--- config.mk ---
export PLATFORM = sky130hd
export DESIGN_NAME = time_keeper_flat
export DESIGN_NICKNAME = d
export VERILOG_FILES = /design/src/rtl/time_pkg.sv /design/src/rtl/time_if.sv /design/src/rtl/btn_sync_edge.sv /design/src/rtl/time_keeper.sv /design/src/flat_wrapper.sv
export SDC_FILE = /design/constraint.sdc
export NUM_CORES = 1
export LEC_CHECK = 0
export BUFFER_PORTS_ARGS = -buffer_cell sky130_fd_sc_hd__buf_2
export CAP_MARGIN = 40
export CORE_ASPECT_RATIO = 0.7
export CORE_MARGIN = 2
export CORE_UTILIZATION = 30
export DETAILED_ROUTE_END_ITERATION = 10
export PLACE_DENSITY = 0.52
export SETUP_SLACK_MARGIN = 0.2
export SYNTH_ARGS = -nofsm -noshare
export SYNTH_HDL_FRONTEND = slang
export SYNTH_SLANG_ARGS = --single-unit
--- constraint.sdc ---
create_clock -name clk_50_i -period 4.2 [get_ports clk_50_i]
set_input_delay 0.84 -clock clk_50_i [delete_from_list [all_inputs] [get_ports clk_50_i]]
set_output_delay 0.84 -clock clk_50_i [all_outputs]
set_load 0.02 [all_outputs]
--- src/rtl/time_pkg.sv ---
// time_pkg: shared widths, limits and the time record used by the time source
// and the overlay renderer.
//   HOUR_W/MIN_W/SEC_W : field widths
//   HOUR_MAX/MIN_MAX/SEC_MAX : last value before a field wraps to 0
//   time_t : packed {hour, min, sec, blink}
//   inc_wrap : increment a minute/second-sized field, wrapping after max_v
package time_pkg;

  localparam int unsigned HOUR_W   = 5;
  localparam int unsigned MIN_W    = 6;
  localparam int unsigned SEC_W    = 6;
  localparam int unsigned HOUR_MAX = 23;
  localparam int unsigned MIN_MAX  = 59;
  localparam int unsigned SEC_MAX  = 59;

  typedef struct packed {
    logic [HOUR_W-1:0] hour;
    logic [MIN_W-1:0]  min;
    logic [SEC_W-1:0]  sec;
    logic              blink;
  } time_t;

  function automatic logic [MIN_W-1:0] inc_wrap(input logic [MIN_W-1:0] v,
                                                input logic [MIN_W-1:0] max_v);
    return (v == max_v) ? '0 : v + 1'b1;
  endfunction

endpackage

--- src/rtl/time_if.sv ---
// time_if: bundle carrying the wall-clock fields to the overlay renderer.
//   modport out : driven by time_keeper
//   modport in  : sampled by consumers (through their own synchronisers)
interface time_if;
  logic [time_pkg::HOUR_W-1:0] hour;
  logic [time_pkg::MIN_W-1:0]  min;
  logic [time_pkg::SEC_W-1:0]  sec;
  logic                        blink;

  modport out (output hour, min, sec, blink);
  modport in  (input  hour, min, sec, blink);
endinterface

--- src/rtl/btn_sync_edge.sv ---
// btn_sync_edge: synchronise and debounce one raw push-button, emit a single
// cycle pulse on each accepted press.
//   clk_50_i : system clock
//   rst_i    : asynchronous active-high reset
//   btn_i    : raw asynchronous button, active-high
//   press_o  : 1-cycle pulse on a rising edge of the debounced level
module btn_sync_edge #(
  parameter int unsigned DEBOUNCE_CYC = 1_000_000
) (
  input  logic clk_50_i,
  input  logic rst_i,
  input  logic btn_i,
  output logic press_o
);

  localparam int unsigned CNT_W = $clog2(DEBOUNCE_CYC + 1);
  localparam logic [CNT_W-1:0] CNT_LAST = CNT_W'(DEBOUNCE_CYC - 1);

  logic [1:0]       sync_q;
  logic [CNT_W-1:0] cnt_q;
  logic             level_q;
  logic             level_d_q;
  logic             press_q;

  // cnt_q counts consecutive synchronised samples that disagree with the
  // accepted level; any agreeing sample restarts the count.
  always_ff @(posedge clk_50_i or posedge rst_i) begin
    if (rst_i) begin
      sync_q    <= '0;
      cnt_q     <= '0;
      level_q   <= 1'b0;
      level_d_q <= 1'b0;
      press_q   <= 1'b0;
    end else begin
      sync_q <= {sync_q[0], btn_i};
      if (sync_q[1] == level_q) begin
        cnt_q <= '0;
      end else if (cnt_q == CNT_LAST) begin
        level_q <= sync_q[1];
        cnt_q   <= '0;
      end else begin
        cnt_q <= cnt_q + 1'b1;
      end
      level_d_q <= level_q;
      press_q   <= level_q & ~level_d_q;
    end
  end

  assign press_o = press_q;

endmodule

--- src/rtl/time_keeper.sv ---
// time_keeper: wall-clock source (hour/min/sec plus colon blink) with two
// set buttons.
//   CLK_FREQ     : input clock frequency in Hz (divider wraps at CLK_FREQ-1)
//   DEBOUNCE_CYC : stable cycles needed before a button level is accepted
//   clk_50_i     : system clock
//   rst_i        : asynchronous active-high reset
//   btn_hour_i   : raw hour-set button
//   btn_min_i    : raw minute-set button
//   time_info    : registered hour, min, sec, blink
module time_keeper
  import time_pkg::*;
#(
  parameter int unsigned CLK_FREQ     = 50_000_000,
  parameter int unsigned DEBOUNCE_CYC = 1_000_000
) (
  input  logic clk_50_i,
  input  logic rst_i,
  input  logic btn_hour_i,
  input  logic btn_min_i,
  time_if.out  time_info
);

  localparam int unsigned DIV_W = (CLK_FREQ > 1) ? $clog2(CLK_FREQ) : 1;
  localparam logic [DIV_W-1:0] DIV_LAST = DIV_W'(CLK_FREQ - 1);
  localparam logic [DIV_W-1:0] DIV_HALF = DIV_W'(CLK_FREQ / 2);

  logic [DIV_W-1:0]  div_q;
  logic [DIV_W-1:0]  div_n;
  time_t             time_q;
  time_t             time_n;
  logic              set_hour;
  logic              set_min;
  logic              tick;
  logic              min_carry;
  logic [HOUR_W:0]   hour_sum;

  btn_sync_edge #(.DEBOUNCE_CYC(DEBOUNCE_CYC)) u_hour_btn (
    .clk_50_i (clk_50_i),
    .rst_i    (rst_i),
    .btn_i    (btn_hour_i),
    .press_o  (set_hour)
  );

  btn_sync_edge #(.DEBOUNCE_CYC(DEBOUNCE_CYC)) u_min_btn (
    .clk_50_i (clk_50_i),
    .rst_i    (rst_i),
    .btn_i    (btn_min_i),
    .press_o  (set_min)
  );

  always_comb begin
    tick      = (div_q == DIV_LAST);
    div_n     = tick ? '0 : div_q + 1'b1;
    time_n    = time_q;
    min_carry = 1'b0;

    // A minute press restarts the second and swallows any coincident tick.
    if (set_min) begin
      div_n      = '0;
      time_n.sec = '0;
      time_n.min = inc_wrap(time_q.min, MIN_W'(MIN_MAX));
    end else if (tick) begin
      time_n.sec = inc_wrap(time_q.sec, SEC_W'(SEC_MAX));
      if (time_q.sec == SEC_W'(SEC_MAX)) begin
        time_n.min = inc_wrap(time_q.min, MIN_W'(MIN_MAX));
        min_carry  = (time_q.min == MIN_W'(MIN_MAX));
      end
    end

    // Hour press and minute carry can land together, so the hour may
    // advance by two (23 -> 1).
    hour_sum = {1'b0, time_q.hour} + {{HOUR_W{1'b0}}, set_hour}
             + {{HOUR_W{1'b0}}, min_carry};
    if (hour_sum > (HOUR_W+1)'(HOUR_MAX)) begin
      time_n.hour = HOUR_W'(hour_sum - (HOUR_W+1)'(HOUR_MAX + 1));
    end else begin
      time_n.hour = hour_sum[HOUR_W-1:0];
    end

    time_n.blink = (div_n < DIV_HALF);
  end

  always_ff @(posedge clk_50_i or posedge rst_i) begin
    if (rst_i) begin
      div_q  <= '0;
      time_q <= '{hour: '0, min: '0, sec: '0, blink: 1'b1};
    end else begin
      div_q  <= div_n;
      time_q <= time_n;
    end
  end

  assign time_info.hour  = time_q.hour;
  assign time_info.min   = time_q.min;
  assign time_info.sec   = time_q.sec;
  assign time_info.blink = time_q.blink;

endmodule
--- src/flat_wrapper.sv ---
// flat-port wrapper written by rule: the top's interface ports become plain ports
module time_keeper_flat import time_pkg::*;
#(
  parameter int unsigned CLK_FREQ     = 50_000_000,
  parameter int unsigned DEBOUNCE_CYC = 1_000_000
)
  (clk_50_i, rst_i, btn_hour_i, btn_min_i, time_info_hour, time_info_min, time_info_sec, time_info_blink);
  time_if time_info_i ();
  input  logic clk_50_i;
  input  logic rst_i;
  input  logic btn_hour_i;
  input  logic btn_min_i;
  output wire logic [$bits(time_info_i.hour)-1:0] time_info_hour;
  output wire logic [$bits(time_info_i.min)-1:0] time_info_min;
  output wire logic [$bits(time_info_i.sec)-1:0] time_info_sec;
  output wire logic [$bits(time_info_i.blink)-1:0] time_info_blink;
  assign time_info_hour = time_info_i.hour;
  assign time_info_min = time_info_i.min;
  assign time_info_sec = time_info_i.sec;
  assign time_info_blink = time_info_i.blink;
  time_keeper #(.CLK_FREQ(CLK_FREQ), .DEBOUNCE_CYC(DEBOUNCE_CYC)) u_core (.clk_50_i(clk_50_i), .rst_i(rst_i), .btn_hour_i(btn_hour_i), .btn_min_i(btn_min_i), .time_info(time_info_i));
endmodule
==> qor.csv, run 1 <==
metric,value,unit
Lkg Pwr,2.36,nW
core footprint,15400,µm²
"critical path fanouts, max",5,
critical-path cell with the highest stage delay,fa_1,
Comb power frac,1.9,%
share of flip-flops with an asynchronous set or reset after synthesis,100,%
post-layout min period,2.73,ns
most used cells in the layout excluding fill and tap cells,"93 x dfrtp_1, 85 x nor2_1, 37 x xor2_1",
post-synthesis cell type count,58,
R2R setup slack,1.47,ns
number of buffer cells added on primary ports,21,
DRC violations left,0,
"leading cell type in the layout, fill and taps excluded",dfrtp_1,
number of optimization iterations in the first detailed-route pass,4,
result of the run,finished clean,
reg-to-reg startpoint,u_core.div_q[0],
max-slew violation count,0,
number of top-level design ports,22,
global-route wire length before repair,16500,µm
switching pwr,0.371,mW
Worst Skew,0.00385,ns
arrival time at the worst endpoint,2.95,ns
maximum buffer depth of the clock tree,2,
post-synthesis cell area,4690,µm²
switching power as a share of total power,20.3,%
layout cells sized above 1,11.4,%
combined area of the multi-input logic cells,2240,µm²
Total Nets Final,506,
initial antenna violation count,0,
average cell area after synthesis,9.97,µm²
Hold Path Depth,0,
Worst Tran Pin Value,0.767,ns
capturing point of the worst reg2reg path,u_core.time_info.hour[3],
top achievable clock speed,367,MHz
TritonCTS clock tree,done,
gpl congestion,0.794,
TritonCTS sink count,94,
Max stage delay on crit path,0.41,ns
ordered list of cells on the worst path,ha_1 > and4_1 > nand4_1 > nor3_1 > nand4_1 > fa_1 > inv_1 > ha_1 > o21ai_0 > a32o_1,
part of the power in registers,50.1,%
"delay-heaviest family, CP",adder cells,
clock latency on the worst-skew pair,0.34,ns
count of hold-fix buffers inserted at cts,0,
post-synthesis sequential element count,94,
number of antenna diodes,0,
initial DRC count,214,
width of the chip,154,µm
Cell Pwr Density,342,nW/µm²
final period utilization,65.0,%
layout filler cell count,1583,
final wirelength,9410,µm
Tot GR Track Use,12.0,%
Die Footprint,16700,µm²
Antenna Nets Post-Route,0,
RSZ-0062 raised after global routing,false,
"Gates resized, CTS repair",0,
area added between synthesis and finish,14.0,%
number of global-route vias before repair,3308,
IR Drop Worst-Case VDD,0.000213,V
required time of the critical path,4.42,ns
share of total power in the clock network,47.9,%
Die Span Y,109,µm
number of vias after detailed routing,3426,
post-DR vias/cell,4.89,
Initial Util,30.5,%
leftover overflow at the end of global routing,0,
startpoint kind of the worst setup timing path,flip-flop,
count of maximum capacitance violations,0,
half-perimeter wire length of the detailed placement result,6660,µm
most area-consuming cells after synthesis,"dfrtp_1 50%, xor2_1 6.9%, nor2_1 6.8%, xnor2_1 5.2%, nand3_1 3.2%",
Synthesis Warnings,0,
Synth Net Count,482,
library cell occupying the most area in the post-synthesis netlist,dfrtp_1,
category of the worst setup path capture point,flip-flop,
final hold viol count,0,
clock root buffer master,clkbuf_16,
largest net degree at the start of global routing,45,
clock buffers created by TritonCTS,9,
post-layout utilization of the core,34.7,%
total setup buffers inserted after CTS,0,
path depth of the worst reg2reg path,10,
sequential fraction of the synthesis area,50.1,%
worst hold path class,flip-flop to flip-flop,
area share of the largest cell type after synthesis,49.6,%
DR WL/cell,13.4,µm
path type of the worst setup path,flip-flop to flip-flop,
number of instances in the synthesized netlist,471,
post-route non-filler standard cell count,700,
"Primary FF master, synth",dfrtp_1,
number of enable flip-flop cells after synthesis,0,
number of H-tree levels,3,
worst path bufs/invs,1,
startpoint of the worst hold path,u_core.u_min_btn.sync_q[0],
total setup violations reported at the end of the flow,0,
number of rows created at floorplan,38,
cell count after placement,684,
worst slew slack as a fraction of its limit,48.8,%
Internal Power,1.46,mW
Hold Path Sink,u_core.u_min_btn.sync_q[1],
flip-flop and latch area,2350,µm²
clock-pin slew on the worst setup and hold paths,0.06,ns
setup total negative slack,0,ns
[layer usage]
layer	routed length, µm	up-vias	global-route usage, %
met5	0	-	0
met1	4880	1678	17.7
met3	366	9	2.90
met2	4090	59	17.9
li1	-	1680	-
met4	74	0	2.95
[worst max-delay path by stage]
stage / start / cells past startpoint / slack (ns) / end
3_5_place_dp: u_core.div_q[0] / 10 / 1.48 / u_core.time_info.hour[3]
5_1_grt: u_core.div_q[0] / 10 / 1.31 / u_core.time_info.hour[3]
6_report: u_core.div_q[0] / 10 / 1.47 / u_core.time_info.hour[3]
4_1_cts: u_core.div_q[0] / 10 / 1.48 / u_core.time_info.hour[3]
3_3_place_gp: u_core.div_q[0] / 10 / 1.58 / u_core.time_info.hour[3]
2_1_floorplan: rst_i / 1 / 0.91 / u_core.div_q[0]
[cell usage after synthesis (all sizes together) (8+ instances only)]
| master | number |
|---|---|
| xor2 | 37 |
| nand3 | 30 |
| inv | 15 |
| and3 | 10 |
| o21ai | 8 |
| nand2 | 32 |
| nor3 | 13 |
| nand4 | 20 |
| clkbuf | 8 |
| nor4 | 10 |
| dfrtp | 93 |
| xnor2 | 28 |
| nor2 | 85 |
[power by group through the flow]
stage | clock (mW) | combinational [mW] | sequential [mW]
6_report | 0.877 | 0.0353 | 0.917
5_1_grt | 0.931 | 0.0428 | 0.918
4_1_cts | 0.904 | 0.0376 | 0.917
3_5_place_dp | 0 | 0.0376 | 0.934
3_3_place_gp | 0 | 0.0369 | 0.934
2_1_floorplan | 0 | 0.0264 | 0.933
[area by class of cell]
type,instances,area share (%)
flip-flops and latches,94,44.0
inverters,15,1.08
clock inverters,3,1.26
repair buffers,25,2.52
multi-input cells,350,41.8
clock buffers,13,4.68
well taps,200,4.68
[through the flow]
step / power [mW] / setup WS, ns / hold WS, ns / area [µm²]
global route: 1.89 / 1.31 / 0.370 / 5350
finish: 1.83 / 1.47 / 0.351 / 5350
CTS: 1.86 / 1.48 / 0.354 / 5350
detailed placement: 0.972 / 1.48 / 0.339 / 5030
global placement: 0.971 / 1.58 / 0.336 / 5030
floorplan: 0.959 / 0.913 / 0.331 / 4690
[kinds of logic after synthesis]
family,after synthesis,share of synthesized area [%]
fa+ha+maj,7,2.03
flops,94,50.1
xor+xnor,65,12.1
buf+inv,27,2.29
simple gates,236,26.1
mux,8,1.87
compound gates,34,5.44
[state kept, by name, summed over array words and instances, names as in the netlist, 2 cells and up]
name,cells
u_core.div_q,26
u_core.u_hour_btn.sync_q,2
u_core.time_info.min,6
u_core.u_hour_btn.cnt_q,20
u_core.time_info.hour,5
u_core.u_min_btn.sync_q,2
u_core.u_min_btn.cnt_q,20
u_core.time_info.sec,6
Note: power is estimated with default switching activity, not from simulation.
==> inputs of run 2 (changes only) <==
clock period = 2.7 ns   (was 4.2 ns; I/O delays follow)
==> qor.csv, run 2 (same netlist as run 1, synthesis figures left out) <==
metric,value,unit,change
result of the run,finished clean,,
R2R setup slack,0.34,ns,-1.13 ns
top achievable clock speed,423,MHz,+15%
largest registers,"u_core.div_q: 26 flops, u_core.u_hour_btn.cnt_q: 20 flops, u_core.u_min_btn.cnt_q: 20 flops",,
DRC violations left,0,,unchanged
setup total negative slack,0,ns,unchanged
Die Footprint,16700,µm²,unchanged
cell area after layout,5560,µm²,+3.8%
Lkg Pwr,2.47,nW,+4.6%
number of optimization iterations in the first detailed-route pass,5,,+1
Worst Tran Pin Value,0.582,ns,-0.185 ns
Tot GR Track Use,12.2,%,+0.16 points
global-route wire length before repair,16600,µm,+1.1%
gpl congestion,0.813,,+2.4%
clock-pin slew on the worst setup and hold paths,0.07,ns,about the same
worst slew slack as a fraction of its limit,60.8,%,+12 points
Worst Skew,0.00415,ns,+0.000300 ns
"leading cell type in the layout, fill and taps excluded",dfrtp_1,,
capturing point of the worst reg2reg path,u_core.time_info.hour[3],,
IR Drop Worst-Case VDD,0.000252,V,+18%
initial antenna violation count,0,,unchanged
final period utilization,87.5,%,+23 points
area added between synthesis and finish,18.4,%,
core footprint,15400,µm²,unchanged
arrival time at the worst endpoint,2.59,ns,-0.36 ns
largest register by flop count,u_core.div_q,,
path type of the worst setup path,flip-flop to flip-flop,,
half-perimeter wire length of the detailed placement result,6900,µm,+3.6%
startpoint kind of the worst setup timing path,flip-flop,,
Total Nets Final,529,,+4.5%
most used cells in the layout excluding fill and tap cells,"92 x dfrtp_1, 85 x nor2_1, 37 x xor2_1",,
DR WL/cell,13.2,µm,-1.7%
number of buffer cells added on primary ports,21,,unchanged
clock latency on the worst-skew pair,0.35,ns,about the same
Initial Util,30.5,%,unchanged
final hold viol count,0,,unchanged
RSZ-0062 raised after global routing,false,,
"critical path fanouts, max",4,,-1
post-route non-filler standard cell count,723,,+3.3%
TritonCTS sink count,94,,unchanged
number of antenna diodes,0,,unchanged
maximum buffer depth of the clock tree,2,,unchanged
count of hold-fix buffers inserted at cts,0,,unchanged
layout filler cell count,1571,,-0.76%
Die Span Y,109,µm,unchanged
layout cells sized above 1,17.6,%,+6.2 points
worst hold margin,0.170,ns,-0.182 ns
number of rows created at floorplan,38,,unchanged
clock buffers created by TritonCTS,9,,unchanged
max-slew violation count,0,,unchanged
number of vias after detailed routing,3511,,+2.5%
reg-to-reg startpoint,u_core.div_q[8],,
number of global-route vias before repair,3383,,+2.3%
number of top-level design ports,22,,unchanged
number of H-tree levels,3,,unchanged
post-layout min period,2.36,ns,-0.365 ns
leftover overflow at the end of global routing,0,,unchanged
final wirelength,9550,µm,+1.5%
largest net degree at the start of global routing,35,,-22%
max FFs per register,26,,unchanged
count of maximum capacitance violations,0,,unchanged
width of the chip,154,µm,unchanged
initial DRC count,183,,-14%
required time of the critical path,2.93,ns,-1.49 ns
path depth of the worst reg2reg path,8,,-2
cell count after placement,701,,+2.5%
total setup violations reported at the end of the flow,0,,unchanged
Cell Pwr Density,490,nW/µm²,+43%
clock root buffer master,clkbuf_16,,
worst hold path class,primary input to asynchronous set/reset pin,,
post-DR vias/cell,4.86,,-0.78%
TritonCTS clock tree,done,,
placed inst area,5180,µm²,+2.8%
category of the worst setup path capture point,flip-flop,,
Antenna Nets Post-Route,0,,unchanged
run 2: cell types whose count changed in the layout (fill, tap and decap cells not counted), sizes merged:
cell	previous run	this run
bufinv	2	0
clkinvlp	1	2
buf	25	48
clkbuf	13	9
inv	14	17
clkinv	1	3
run 2: cell type report:
type	count	area (µm²)	area share, %
Multi-Input combinational cell	350	2280	41.0
Inverter	15	60.1	1.08
Sequential cell	94	2350	42.4
Timing Repair Buffer	48	320	5.76
Clock inverter	7	67.6	1.22
Tap cell	200	250	4.50
Clock buffer	9	225	4.05
run 2: worst max-delay path by stage:
stage	from	to	slack [ns]	depth (start not counted)
after detailed placement	u_core.div_q[6]	u_core.time_info.hour[3]	0.07	9
after global placement	u_core.div_q[6]	u_core.time_info.hour[3]	0.16	9
after floorplan	u_core.div_q[8]	u_core.time_info.hour[3]	0.20	9
final	u_core.div_q[8]	u_core.time_info.hour[3]	0.34	8
after CTS	u_core.div_q[8]	u_core.time_info.hour[3]	0.22	8
after global routing	u_core.div_q[6]	u_core.time_info.hour[4]	0.21	10
run 2: critical path: stages, from the launching register on:
cell	delay, ns
dfrtp_1	0.38
or4_4	0.58
nor3_2	0.19
nand4_1	0.13
fa_2	0.37
inv_1	0.09
ha_4	0.16
o21ai_0	0.09
a32o_1	0.26
run 2: layer usage:
layer	vias to the layer above	GRT usage, %	part of all wire [%]
li1	1733	-	-
met1	1705	17.9	53
met2	65	18.0	42
met3	8	3.22	3.6
met4	0	2.75	0.72
met5	-	0	0
run 2: timing repair:
| action | in CTS | in global routing |
|---|---|---|
| setup endpoints to repair | 3 | 3 |
| gates cloned | 0 | 0 |
| resized for setup | 3 | 8 |
| buffers inserted | 4 | 2 |
| pin swaps | 0 | 1 |
run 2: through the flow:
step                      setup slack (ns)  power (mW)  utilization, %
after floorplan                      0.202        1.49               -
after global placement               0.156        1.52            33.6
after detailed placement            0.0718        1.52            33.6
after CTS                            0.222        2.76            35.8
after global routing                 0.214        2.84            36.1
final                                0.337        2.72            36.1
run 2: power by group:
group	switching, mW	leakage, nW	internal (mW)	total, mW
logic	0.0439	1.05	0.0158	0.0596
clock network	0.590	0.140	0.646	1.24
registers	0.00903	1.28	1.42	1.43
total	0.642	2.47	2.08	2.72
